==> config.mk <==
export PLATFORM = sky130hd
export DESIGN_NAME = sh7034_mac_seq_flat
export DESIGN_NICKNAME = d
export VERILOG_FILES = /design/src/rtl/sh7034_mac_seq_if.sv /design/src/rtl/sh7034_mac_seq.sv /design/src/flat_wrapper.sv
export SDC_FILE = /design/constraint.sdc
export NUM_CORES = 1
export LEC_CHECK = 0
export ABC_AREA = 0
export BUFFER_PORTS_ARGS = -buffer_cell sky130_fd_sc_hd__buf_2
export CAP_MARGIN = 5
export CORE_ASPECT_RATIO = 0.75
export CORE_MARGIN = 2
export CORE_UTILIZATION = 59
export CTS_CLUSTER_DIAMETER = 200
export DETAILED_ROUTE_END_ITERATION = 8
export GPL_ROUTABILITY_DRIVEN = 1
export PLACE_DENSITY_LB_ADDON = 0.15
export SYNTH_ARGS = -nofsm -noshare
export SYNTH_HDL_FRONTEND = slang
export SYNTH_SLANG_ARGS = --single-unit
==> constraint.sdc <==
create_clock -name CLK -period 4.7 [get_ports CLK]
set_input_delay 0.705 -clock CLK [delete_from_list [all_inputs] [get_ports CLK]]
set_output_delay 0.705 -clock CLK [all_outputs]
set_load 0.05 [all_outputs]
==> src/rtl/sh7034_mac_seq_if.sv <==
// CPU command/register bus and shared 16x16 multiplier port of the MAC sequencer.
// master drives commands and the multiplier product; slave is the sequencer.
interface sh7034_mac_seq_if;
  logic        OP_START;
  logic [3:0]  OP_CODE;
  logic [31:0] OP_RM;
  logic [31:0] OP_RN;
  logic        OP_S;
  logic [1:0]  MAC_SEL;
  logic        MAC_RD;
  logic        MAC_WR;
  logic [31:0] MAC_DI;
  logic [31:0] MAC_DO;
  logic        BUSY;
  logic [15:0] MUL_A;
  logic [15:0] MUL_B;
  logic        MUL_ASGN;
  logic        MUL_BSGN;
  logic [31:0] MUL_P;

  modport master (
    output OP_START, OP_CODE, OP_RM, OP_RN, OP_S,
    output MAC_SEL, MAC_RD, MAC_WR, MAC_DI, MUL_P,
    input  MAC_DO, BUSY, MUL_A, MUL_B, MUL_ASGN, MUL_BSGN
  );

  modport slave (
    input  OP_START, OP_CODE, OP_RM, OP_RN, OP_S,
    input  MAC_SEL, MAC_RD, MAC_WR, MAC_DI, MUL_P,
    output MAC_DO, BUSY, MUL_A, MUL_B, MUL_ASGN, MUL_BSGN
  );
endinterface

==> src/rtl/sh7034_mac_seq.sv <==
// SH-1/SH-2 MACH/MACL owner: sequences 16x16 partial products into a 64-bit acc.
// Define SH7034_MAC_SAT_EN to enable SR.S saturation for MAC.W / MAC.L.
module sh7034_mac_seq #(
  parameter int MACH_W = 10
) (
  input logic CLK,
  input logic RST_N,
  input logic CE_R,
  input logic CE_F,
  input logic RES_N,
  sh7034_mac_seq_if.slave bus
);
  localparam logic [3:0] OP_MULUW = 4'b0110;
  localparam logic [3:0] OP_MULSW = 4'b0111;
  localparam logic [3:0] OP_MULL  = 4'b0001;
  localparam logic [3:0] OP_DMULU = 4'b0010;
  localparam logic [3:0] OP_DMULS = 4'b0011;
  localparam logic [3:0] OP_MACW  = 4'b1011;
  localparam logic [3:0] OP_MACL  = 4'b1001;
  localparam logic [3:0] OP_CLR   = 4'b1111;

  typedef enum logic [1:0] {IDLE, MUL, WB} state_t;

  state_t            state;
  logic [1:0]        step;
  logic [63:0]       acc;
  logic [31:0]       ra, rb;
  logic              rs;
  logic [3:0]        rop;
  logic [MACH_W-1:0] mach;
  logic [31:0]       macl;
  logic [15:0]       mul_a, mul_b;
  logic              mul_as, mul_bs;

  function automatic logic is_w(logic [3:0] op);
    return op inside {OP_MULUW, OP_MULSW, OP_MACW};
  endfunction

  function automatic logic is_mul(logic [3:0] op);
    return op inside {OP_MULUW, OP_MULSW, OP_MULL, OP_DMULU,
                      OP_DMULS, OP_MACW, OP_MACL};
  endfunction

  function automatic logic [1:0] last_step(logic [3:0] op);
    if (is_w(op)) return 2'd0;
    if (op == OP_MULL) return 2'd2;
    return 2'd3;
  endfunction

  // step bit0 picks the high half of A, bit1 the high half of B
  function automatic logic [33:0] pp_sel(
    logic [3:0] op, logic [1:0] st,
    logic [31:0] a, logic [31:0] b
  );
    logic w, sw, sl, sa, sb;
    logic [15:0] pa, pb;
    w  = is_w(op);
    sw = (op == OP_MULSW) || (op == OP_MACW);
    sl = (op == OP_DMULS) || (op == OP_MACL);
    pa = st[0] ? a[31:16] : a[15:0];
    pb = st[1] ? b[31:16] : b[15:0];
    sa = w ? sw : (st[0] & sl);
    sb = w ? sw : (st[1] & sl);
    return {sa, sb, pa, pb};
  endfunction

  logic [63:0]        pp_ext, pp_sh;
  logic [33:0]        nxt_sel;
  logic [MACH_W+31:0] sum_mac;
  logic [MACH_W-1:0]  wb_hi;
  logic [31:0]        wb_lo;
  logic               unused_ok;

`ifdef SH7034_MAC_SAT_EN
  logic [63:0] sum64, sum_w, sat_l;
  assign unused_ok = CE_F;
`else
  assign unused_ok = ^{CE_F, rs};
`endif

  always_comb begin
    pp_ext = (mul_as | mul_bs) ? 64'($signed(bus.MUL_P))
                               : {32'b0, bus.MUL_P};
    pp_sh = pp_ext << 16;
    unique case (step)
      2'd0:    pp_sh = pp_ext;
      2'd3:    pp_sh = pp_ext << 32;
      default: pp_sh = pp_ext << 16;
    endcase
    nxt_sel = pp_sel(rop, step + 2'd1, ra, rb);
    sum_mac = {mach, macl} + acc[MACH_W+31:0];
    wb_hi   = sum_mac[MACH_W+31:32];
    wb_lo   = sum_mac[31:0];
`ifdef SH7034_MAC_SAT_EN
    sum64 = 64'($signed({mach, macl})) + acc;
    sum_w = 64'($signed(macl)) + acc;
    sat_l = sum64;
    if ($signed(sum64) > $signed(64'h0000_7FFF_FFFF_FFFF))
      sat_l = 64'h0000_7FFF_FFFF_FFFF;
    else if ($signed(sum64) < $signed(64'hFFFF_8000_0000_0000))
      sat_l = 64'hFFFF_8000_0000_0000;
    if (rs && rop == OP_MACW) begin
      wb_hi = mach;
      if ($signed(sum_w) > $signed(64'h0000_0000_7FFF_FFFF))
        wb_lo = 32'h7FFF_FFFF;
      else if ($signed(sum_w) < $signed(64'hFFFF_FFFF_8000_0000))
        wb_lo = 32'h8000_0000;
      else
        wb_lo = sum_w[31:0];
    end else if (rs && rop == OP_MACL) begin
      wb_hi = sat_l[MACH_W+31:32];
      wb_lo = sat_l[31:0];
    end
`endif
  end

  always_ff @(posedge CLK or negedge RST_N) begin
    if (!RST_N) begin
      state  <= IDLE;
      step   <= 2'd0;
      acc    <= '0;
      ra     <= '0;
      rb     <= '0;
      rs     <= 1'b0;
      rop    <= '0;
      mach   <= '0;
      macl   <= '0;
      mul_a  <= '0;
      mul_b  <= '0;
      mul_as <= 1'b0;
      mul_bs <= 1'b0;
    end else if (CE_R) begin
      if (!RES_N) begin
        state  <= IDLE;
        step   <= 2'd0;
        acc    <= '0;
        mul_a  <= '0;
        mul_b  <= '0;
        mul_as <= 1'b0;
        mul_bs <= 1'b0;
      end else begin
        unique case (state)
          IDLE: begin
            if (bus.MAC_WR) begin
              if (bus.MAC_SEL[0]) macl <= bus.MAC_DI;
              if (bus.MAC_SEL[1]) mach <= bus.MAC_DI[MACH_W-1:0];
            end
            if (bus.OP_START && bus.OP_CODE == OP_CLR) begin
              mach <= '0;
              macl <= '0;
            end else if (bus.OP_START && is_mul(bus.OP_CODE)) begin
              ra    <= bus.OP_RM;
              rb    <= bus.OP_RN;
              rs    <= bus.OP_S;
              rop   <= bus.OP_CODE;
              acc   <= '0;
              step  <= 2'd0;
              state <= MUL;
              {mul_as, mul_bs, mul_a, mul_b} <=
                pp_sel(bus.OP_CODE, 2'd0, bus.OP_RM, bus.OP_RN);
            end
          end
          MUL: begin
            acc <= acc + pp_sh;
            if (step == last_step(rop)) begin
              state  <= WB;
              step   <= 2'd0;
              mul_a  <= '0;
              mul_b  <= '0;
              mul_as <= 1'b0;
              mul_bs <= 1'b0;
            end else begin
              step <= step + 2'd1;
              {mul_as, mul_bs, mul_a, mul_b} <= nxt_sel;
            end
          end
          WB: begin
            state <= IDLE;
            if (rop == OP_MACW || rop == OP_MACL) begin
              mach <= wb_hi;
              macl <= wb_lo;
            end else if (rop == OP_DMULU || rop == OP_DMULS) begin
              mach <= acc[MACH_W+31:32];
              macl <= acc[31:0];
            end else begin
              macl <= acc[31:0];
            end
          end
          default: state <= IDLE;
        endcase
      end
    end
  end

  assign bus.BUSY = (state != IDLE) &
                    (bus.OP_START | bus.MAC_RD | bus.MAC_WR);
  assign bus.MAC_DO   = bus.MAC_SEL[1] ? 32'($signed(mach)) : macl;
  assign bus.MUL_A    = mul_a;
  assign bus.MUL_B    = mul_b;
  assign bus.MUL_ASGN = mul_as;
  assign bus.MUL_BSGN = mul_bs;
endmodule

==> src/flat_wrapper.sv <==
// flat-port wrapper written by rule: the top's interface ports become plain ports
module sh7034_mac_seq_flat 
#(
  parameter int MACH_W = 10
)
  (CLK, RST_N, CE_R, CE_F, RES_N, bus_OP_START, bus_OP_CODE, bus_OP_RM, bus_OP_RN, bus_OP_S, bus_MAC_SEL, bus_MAC_RD, bus_MAC_WR, bus_MAC_DI, bus_MUL_P, bus_MAC_DO, bus_BUSY, bus_MUL_A, bus_MUL_B, bus_MUL_ASGN, bus_MUL_BSGN);
  sh7034_mac_seq_if bus_i ();
  input logic CLK;
  input logic RST_N;
  input logic CE_R;
  input logic CE_F;
  input logic RES_N;
  input wire logic [$bits(bus_i.OP_START)-1:0] bus_OP_START;
  input wire logic [$bits(bus_i.OP_CODE)-1:0] bus_OP_CODE;
  input wire logic [$bits(bus_i.OP_RM)-1:0] bus_OP_RM;
  input wire logic [$bits(bus_i.OP_RN)-1:0] bus_OP_RN;
  input wire logic [$bits(bus_i.OP_S)-1:0] bus_OP_S;
  input wire logic [$bits(bus_i.MAC_SEL)-1:0] bus_MAC_SEL;
  input wire logic [$bits(bus_i.MAC_RD)-1:0] bus_MAC_RD;
  input wire logic [$bits(bus_i.MAC_WR)-1:0] bus_MAC_WR;
  input wire logic [$bits(bus_i.MAC_DI)-1:0] bus_MAC_DI;
  input wire logic [$bits(bus_i.MUL_P)-1:0] bus_MUL_P;
  output wire logic [$bits(bus_i.MAC_DO)-1:0] bus_MAC_DO;
  output wire logic [$bits(bus_i.BUSY)-1:0] bus_BUSY;
  output wire logic [$bits(bus_i.MUL_A)-1:0] bus_MUL_A;
  output wire logic [$bits(bus_i.MUL_B)-1:0] bus_MUL_B;
  output wire logic [$bits(bus_i.MUL_ASGN)-1:0] bus_MUL_ASGN;
  output wire logic [$bits(bus_i.MUL_BSGN)-1:0] bus_MUL_BSGN;
  assign bus_i.OP_START = bus_OP_START;
  assign bus_i.OP_CODE = bus_OP_CODE;
  assign bus_i.OP_RM = bus_OP_RM;
  assign bus_i.OP_RN = bus_OP_RN;
  assign bus_i.OP_S = bus_OP_S;
  assign bus_i.MAC_SEL = bus_MAC_SEL;
  assign bus_i.MAC_RD = bus_MAC_RD;
  assign bus_i.MAC_WR = bus_MAC_WR;
  assign bus_i.MAC_DI = bus_MAC_DI;
  assign bus_i.MUL_P = bus_MUL_P;
  assign bus_MAC_DO = bus_i.MAC_DO;
  assign bus_BUSY = bus_i.BUSY;
  assign bus_MUL_A = bus_i.MUL_A;
  assign bus_MUL_B = bus_i.MUL_B;
  assign bus_MUL_ASGN = bus_i.MUL_ASGN;
  assign bus_MUL_BSGN = bus_i.MUL_BSGN;
  sh7034_mac_seq #(.MACH_W(MACH_W)) u_core (.CLK(CLK), .RST_N(RST_N), .CE_R(CE_R), .CE_F(CE_F), .RES_N(RES_N), .bus(bus_i));
endmodule
==> flow_summary.toml, run 1 <==
[run_status]
outcome = "complete, no violations"

[power_and_ir_drop]
intPower_mw = 5.61
p_sw_mw = 5.84
vdd_drop_max_mv = 0.422
pwr_density_cell_nw_per_um2 = 734
clock_power_share = 0.129
p_seq_frac = 0.263
power.leakage_nw = 7.43
p_comb_frac = 0.608
swShare = 0.510
total_power_mw = 11.5

[sta]
fin_crit_sh = 0.948
setup_tns_ns = 0
skew_ns = 0.0131
worstMarginPinSlew_ns = 1.12
clock.fmax_mhz = 224
finalHoldViolations = 0
relSlewSlack = 0.251
rsz0062_at_grt = "false"
min_period_ns = 4.45
setup_violations = 0
finalMaxSlewViolations = 0
hold_slack_ns = 0.368

[die]
die_w_um = 180
start_util = 0.598
die_y_um = 136
io_pins = 210
rows = 48
coreArea_um2 = 22900
die_area_um2 = 24500

[clock_network]
cts_htree_levels = 4
post_cts_buffers = 0
cts_tree = "done"
cts.sinks = 190
clockBufferDepth = 2
cts-root-buf = "clkbuf_16"
clkSlewWorstSetupHoldPaths_ns = 0.08
clock_latency_ns = 0.46
cts_made_buffers = 17

[yosys]
ys_ff_latch = 190
synthCells = 1579
avgSynthCellArea_um2 = 8.70
yosysSeqAreaShare = 0.346
ys_warn_count = 0
synthFlopType = "dfrtp_1"
synth_nets = 1810
netlist_area_um2 = 13700
synth_edf_count = 0
synth_cell_types = 70
ys_async_sr_fraction = 1.00

[detailed_routing]
drc = 0
drt_iter0_markers = 1281
vias = 13000
vias_per_cell = 6.32
routedWlPerCell_um = 20.3
antenna_left = 0
first_pass_iters = 6
wl_um = 41700

[worst_setup_path]
required_ns = 5.06
crit_chain = "inv_1 > ha_2 > buf_6 > inv_1 > o21ai_1 > a21oi_1 > a21oi_1 > ha_1 > a21oi_1 > o21ai_0 > a21o_1 > a221o_1 > a21oi_1 > o21ai_0 > a221o_1 > a21oi_1 > xnor2_1 > a21oi_1 > o22ai_1"
crit_type = "flop to flop"
crit_slowest_cell = "dfrtp_1"
crit_top_cell = "a21oi_1"
worstRegToRegCells = 19
cp-start-kind = "flop"
arrival_ns = 4.82
crit_cells = 19
end_kind = "flop"
max_stage_delay_ns = 0.47
critPathTopFamily = "compound AO/OA/AOI/OAI gates"
reg2reg_slack_ns = 0.25
path_buf_inv = 3
crit_path_max_fanout = 43

[placed_design]
gp_congestion = 1.07
portBuffers = 207
dp_hpwl_um = 30900
dp.cells = 2013

[worst_hold_path]
hold_class = "primary input to async pin"

[global_route]
antenna_found_initial = 7
grt_first_pass_wirelength_um = 65100
track_usage = 0.337
grt_pass1_vias = 11700
grt_max_degree = 114
overflow = 0

[finish]
syn_to_final_growth_pct = 13.7
nets = 1963
drive_above_1_share = 0.206
stdcell_count = 2051
fin_util = 0.680

[job]
maxCapViolCount = 0
[what timing repair did]
action,CTS,global route
gates resized for setup,0,6
setup endpoints to repair,0,3
hold buffers,0,0
[through the flow]
| stage | area (um^2) | worst slack, ns |
|---|---|---|
| 2_1_floorplan | 13700 | 0.574 |
| 3_3_place_gp | 15000 | 0.480 |
| 3_5_place_dp | 15000 | 0.394 |
| 4_1_cts | 15600 | 0.324 |
| 5_1_grt | 15600 | 0.00970 |
| 6_report | 15600 | 0.245 |
[power groups by stage]
| stage | logic (mW) | registers (mW) | clock network, mW |
|---|---|---|---|
| after floorplan | 4.84 | 3.25 | 0 |
| after global placement | 6.65 | 2.98 | 0 |
| after detailed placement | 6.79 | 3.02 | 0 |
| after CTS | 6.84 | 3.00 | 1.49 |
| after global routing | 7.57 | 3.09 | 1.55 |
| final | 6.96 | 3.01 | 1.48 |
[cells in the final DEF, fill, tap and decap left out, types with 17 or more instances in the layout]
cell type  instances
buf_2            206
and2_1            22
dfrtp_1          190
a21o_1            36
inv_1             58
xor2_1            27
nor3_1            46
o21ai_0          166
clkbuf_16         17
nand2_1          179
a21oi_1          172
mux2_2            77
ha_1              85
mux2i_1           33
and3_1            20
a22o_1            35
buf_4             17
nor2_1            58
xnor2_1           45
[state kept, by name, summed over array words and instances, names as in the netlist, 4 cells and up]
signal / flops
u_core.macl: 32
u_core.rb: 32
u_core.bus.MUL_B: 16
u_core.rop: 4
u_core.mach: 10
u_core.acc: 42
u_core.ra: 32
u_core.bus.MUL_A: 16
[logic make-up after synthesis]
group	Yosys count	synth area share
compound gates	568	0.263
fa+ha+maj	88	0.0813
mux	110	0.0872
simple gates	401	0.135
buf+inv	150	0.0414
xor+xnor	72	0.0459
flops	190	0.346
[worst register-to-register path, delay by kind of cell, from the launching register on]
family,cells,cell delay (ns)
XOR/XNOR,1,0.19
buffers and inverters,3,0.50
adder cells (fa/ha/maj),2,0.70
AO/OA/AOI/OAI,13,2.51
flip-flops,1,0.47
[cells in the mapped netlist, types with 3 or more instances]
cell	number	area share
nand3_1	14	0.0051
dfrtp_1	190	0.35
a221oi_1	11	0.0070
a22o_1	35	0.022
o221ai_1	5	0.0032
o21bai_1	10	0.0055
xor2_1	27	0.017
o41ai_1	6	0.0038
o21ai_0	166	0.061
and2_1	22	0.010
a32o_1	3	0.0022
xnor2_1	45	0.029
a31oi_1	13	0.0059
a211oi_1	13	0.0071
o22ai_1	3	0.0014
inv_1	58	0.016
ha_1	86	0.078
nand2_1	181	0.049
o31ai_1	7	0.0038
or2_2	3	0.0014
nand4_1	13	0.0059
a21oi_1	175	0.064
and4_1	4	0.0026
a21o_1	36	0.020
a2111oi_0	7	0.0045
a211o_1	4	0.0026
mux2i_1	33	0.024
and3_1	20	0.0091
nor2_1	60	0.016
a22oi_1	12	0.0066
a222oi_1	10	0.0073
nor2b_1	16	0.0073
nand2b_1	11	0.0050
clkbuf_1	83	0.023
o211ai_1	5	0.0027
a221o_1	10	0.0073
or3_1	3	0.0014
mux2_2	77	0.063
o21a_1	10	0.0055
buf_1	7	0.0019
o21ai_1	3	0.0011
nor3_1	46	0.017
[metal layers]
layer	vias up	global-route usage	wire, um
li1	6122	-	-
met1	6157	0.507	19000
met2	621	0.489	17700
met3	70	0.0696	4000
met4	0	0.100	1050
met5	-	0	0
[final cells by class]
cell class                 count  area (um^2)
tap                          300          375
fill                        1956         7330
multi-input combinational   1239         8470
clock inverter                12          128
clock buffer                  19          443
inverter                      58          218
sequential                   190         4750
antenna                        7         17.5
timing repair buffer         226         1200
[worst paths after layout]
| path | to | startpoint |
|---|---|---|
| worst max register to register | u_core.acc[41] | u_core.step[1] |
| worst min register to register | u_core.bus.MUL_A[9] | u_core.bus.MUL_A[9] |
| worst max-delay path | u_core.acc[41] | u_core.step[1] |
| worst min-delay path | u_core.rb[20] | RST_N |
| max in group asynchronous | u_core.ra[6] | RST_N |
| min in group CLK | u_core.rb[22] | bus_OP_RN[22] |
Note: power is estimated with default switching activity, not from simulation.
==> run 2, diff against run 1 <==
- clock period: 4.7 -> 4.4 ns (I/O delays scaled with it)
==> flow_summary.toml, run 2 (synthesis gave the netlist of run 1 again) <==
[run_status]
outcome = "complete, no violations"

[power_and_ir_drop]
pwr_density_cell_nw_per_um2 = 785
p_sw_mw = 6.29
clock_power_share = 0.128
intPower_mw = 6.02
p_comb_frac = 0.610
vdd_drop_max_mv = 0.447
swShare = 0.511
power.leakage_nw = 7.49
p_seq_frac = 0.262

[detailed_routing]
routedWlPerCell_um = 20.5
wl_um = 42200
vias = 13100
vias_per_cell = 6.36
drc = 0
antenna_left = 0
drt_iter0_markers = 1437
first_pass_iters = 8

[worst_setup_path]
crit_slowest_cell = "ha_1"
crit_top_cell = "a21oi_1"
crit_path_max_fanout = 42
cp-start-kind = "flop"
arrival_ns = 4.52
required_ns = 4.76
max_stage_delay_ns = 0.38
path_buf_inv = 4
critPathTopFamily = "compound AO/OA/AOI/OAI gates"
crit_type = "flop to flop"
crit_chain = "inv_1 > ha_2 > buf_12 > inv_1 > o21ai_1 > buf_4 > a21oi_1 > a21oi_1 > ha_1 > and3_1 > a221o_1 > a21oi_1 > o21ai_0 > a221o_1 > a21oi_1 > xnor2_1 > a21oi_1 > o22ai_1"
end_kind = "flop"

[die]
start_util = 0.598
io_pins = 210
rows = 48
die_y_um = 136
die_w_um = 180
coreArea_um2 = 22900
die_area_um2 = 24500

[sta]
rsz0062_at_grt = "false"
finalHoldViolations = 0
setup_violations = 0
finalMaxSlewViolations = 0
setup_tns_ns = 0
skew_ns = 0.0109
worstMarginPinSlew_ns = 1.19
relSlewSlack = 0.210
fin_ws_ns = 0.237
min_period_ns = 4.16
clock.fmax_mhz = 240
fin_crit_sh = 0.946

[finish]
largest_register_ffs = 42
stdcell_count = 2057
final_cell_mix = "buf_2, dfrtp_1, nand2_1"
final_common_cell = "buf_2"
top_register = "u_core.acc"
nets = 1970
drive_above_1_share = 0.210
nFillCells = 1956
final_cell_area_um2 = 15700
fin_util = 0.684
syn_to_final_growth_pct = 14.3

[clock_network]
cts_htree_levels = 4
clkSlewWorstSetupHoldPaths_ns = 0.07
cts_tree = "done"
cts-root-buf = "clkbuf_16"
cts_made_buffers = 17
ctsHoldBuffers = 0
cts.sinks = 190
clockBufferDepth = 2
clock_latency_ns = 0.45

[placed_design]
place_area_um2 = 15000
dp.cells = 2020
dp_hpwl_um = 31200
gp_congestion = 1.03
portBuffers = 207
pre_cts_ws_ns = 0.202

[global_route]
grt.busiest_layer = "met1"
grt_pass1_vias = 11800
grt_first_pass_wirelength_um = 65300
overflow = 0
met3_usage = 0.0761
use_met2 = 0.485
grt_max_degree = 106
antenna_found_initial = 5
track_usage = 0.338
met1_usage = 0.510

[worst_hold_path]
hold_class = "primary input to async pin"

[job]
maxCapViolCount = 0
## run 2: cell count changes in the layout (fill, tap and decap cells not counted), sizes merged
| cell | delta |
|---|---|
| buf | +7 |
| bufinv | -1 |
| clkinv | +3 |
| clkinvlp | -2 |
| diode | -2 |
| clkbuf | +1 |
## run 2: worst paths after layout
kind | startpoint | end | slack [ns] | cells after the start
max in group asynchronous | RST_N | u_core.acc[16] | 3.12 | 2
setup reg to reg | u_core.step[0] | u_core.acc[41] | 0.24 | 18
hold reg to reg | u_core.bus.MUL_A[9] | u_core.bus.MUL_A[9] | 0.48 | 2
hold / removal | RST_N | u_core.rb[22] | 0.30 | 1
setup / recovery | u_core.step[0] | u_core.acc[41] | 0.24 | 18
min in group CLK | bus_OP_RM[17] | u_core.ra[17] | 0.44 | 2
## run 2: worst register-to-register path: cells and delay by family, from the launching register on
family	cells	cell delay [ns]
AOI/OAI and AO/OA	10	1.99
adders and majority gates	2	0.75
buffers and inverters	4	0.59
DFF	1	0.35
and+or+nand+nor	1	0.25
xor gates and xnor gates	1	0.18
## run 2: area by class of cell
class                      instances  area, um^2  area share
multi-input combinational       1239        8480       0.540
sequential                       190        4750       0.303
timing repair buffer             233        1260      0.0806
clock buffer                      20         467      0.0297
tap                              300         375      0.0239
inverter                          58         218      0.0139
clock inverter                    12         121     0.00774
antenna                            5        12.5    0.000798
## run 2: what timing repair did
action                     in CTS  in global routing
setup buffers                   0                  0
setup endpoints to repair       0                  6
gates resized for setup         0                 10
hold endpoints to repair        0                  0
## run 2: per-layer routing
layer,routed length (um),part of all wire
met5,0,0
met4,874,0.021
met3,4010,0.095
met2,18200,0.43
met1,19100,0.45
## run 2: power by group through the flow
| stage | combinational [mW] | sequential [mW] | clock [mW] |
|---|---|---|---|
| floorplan | 5.17 | 3.48 | 0 |
| global placement | 7.14 | 3.18 | 0 |
| detailed placement | 7.30 | 3.23 | 0 |
| CTS | 7.35 | 3.20 | 1.59 |
| global route | 8.17 | 3.31 | 1.66 |
| finish | 7.51 | 3.23 | 1.57 |
## run 2: stage by stage
stage	power, mW	hold WS [ns]
floorplan	8.64	0.364
global placement	10.3	0.458
detailed placement	10.5	0.465
CTS	12.1	0.352
global route	13.1	0.380
finish	12.3	0.302
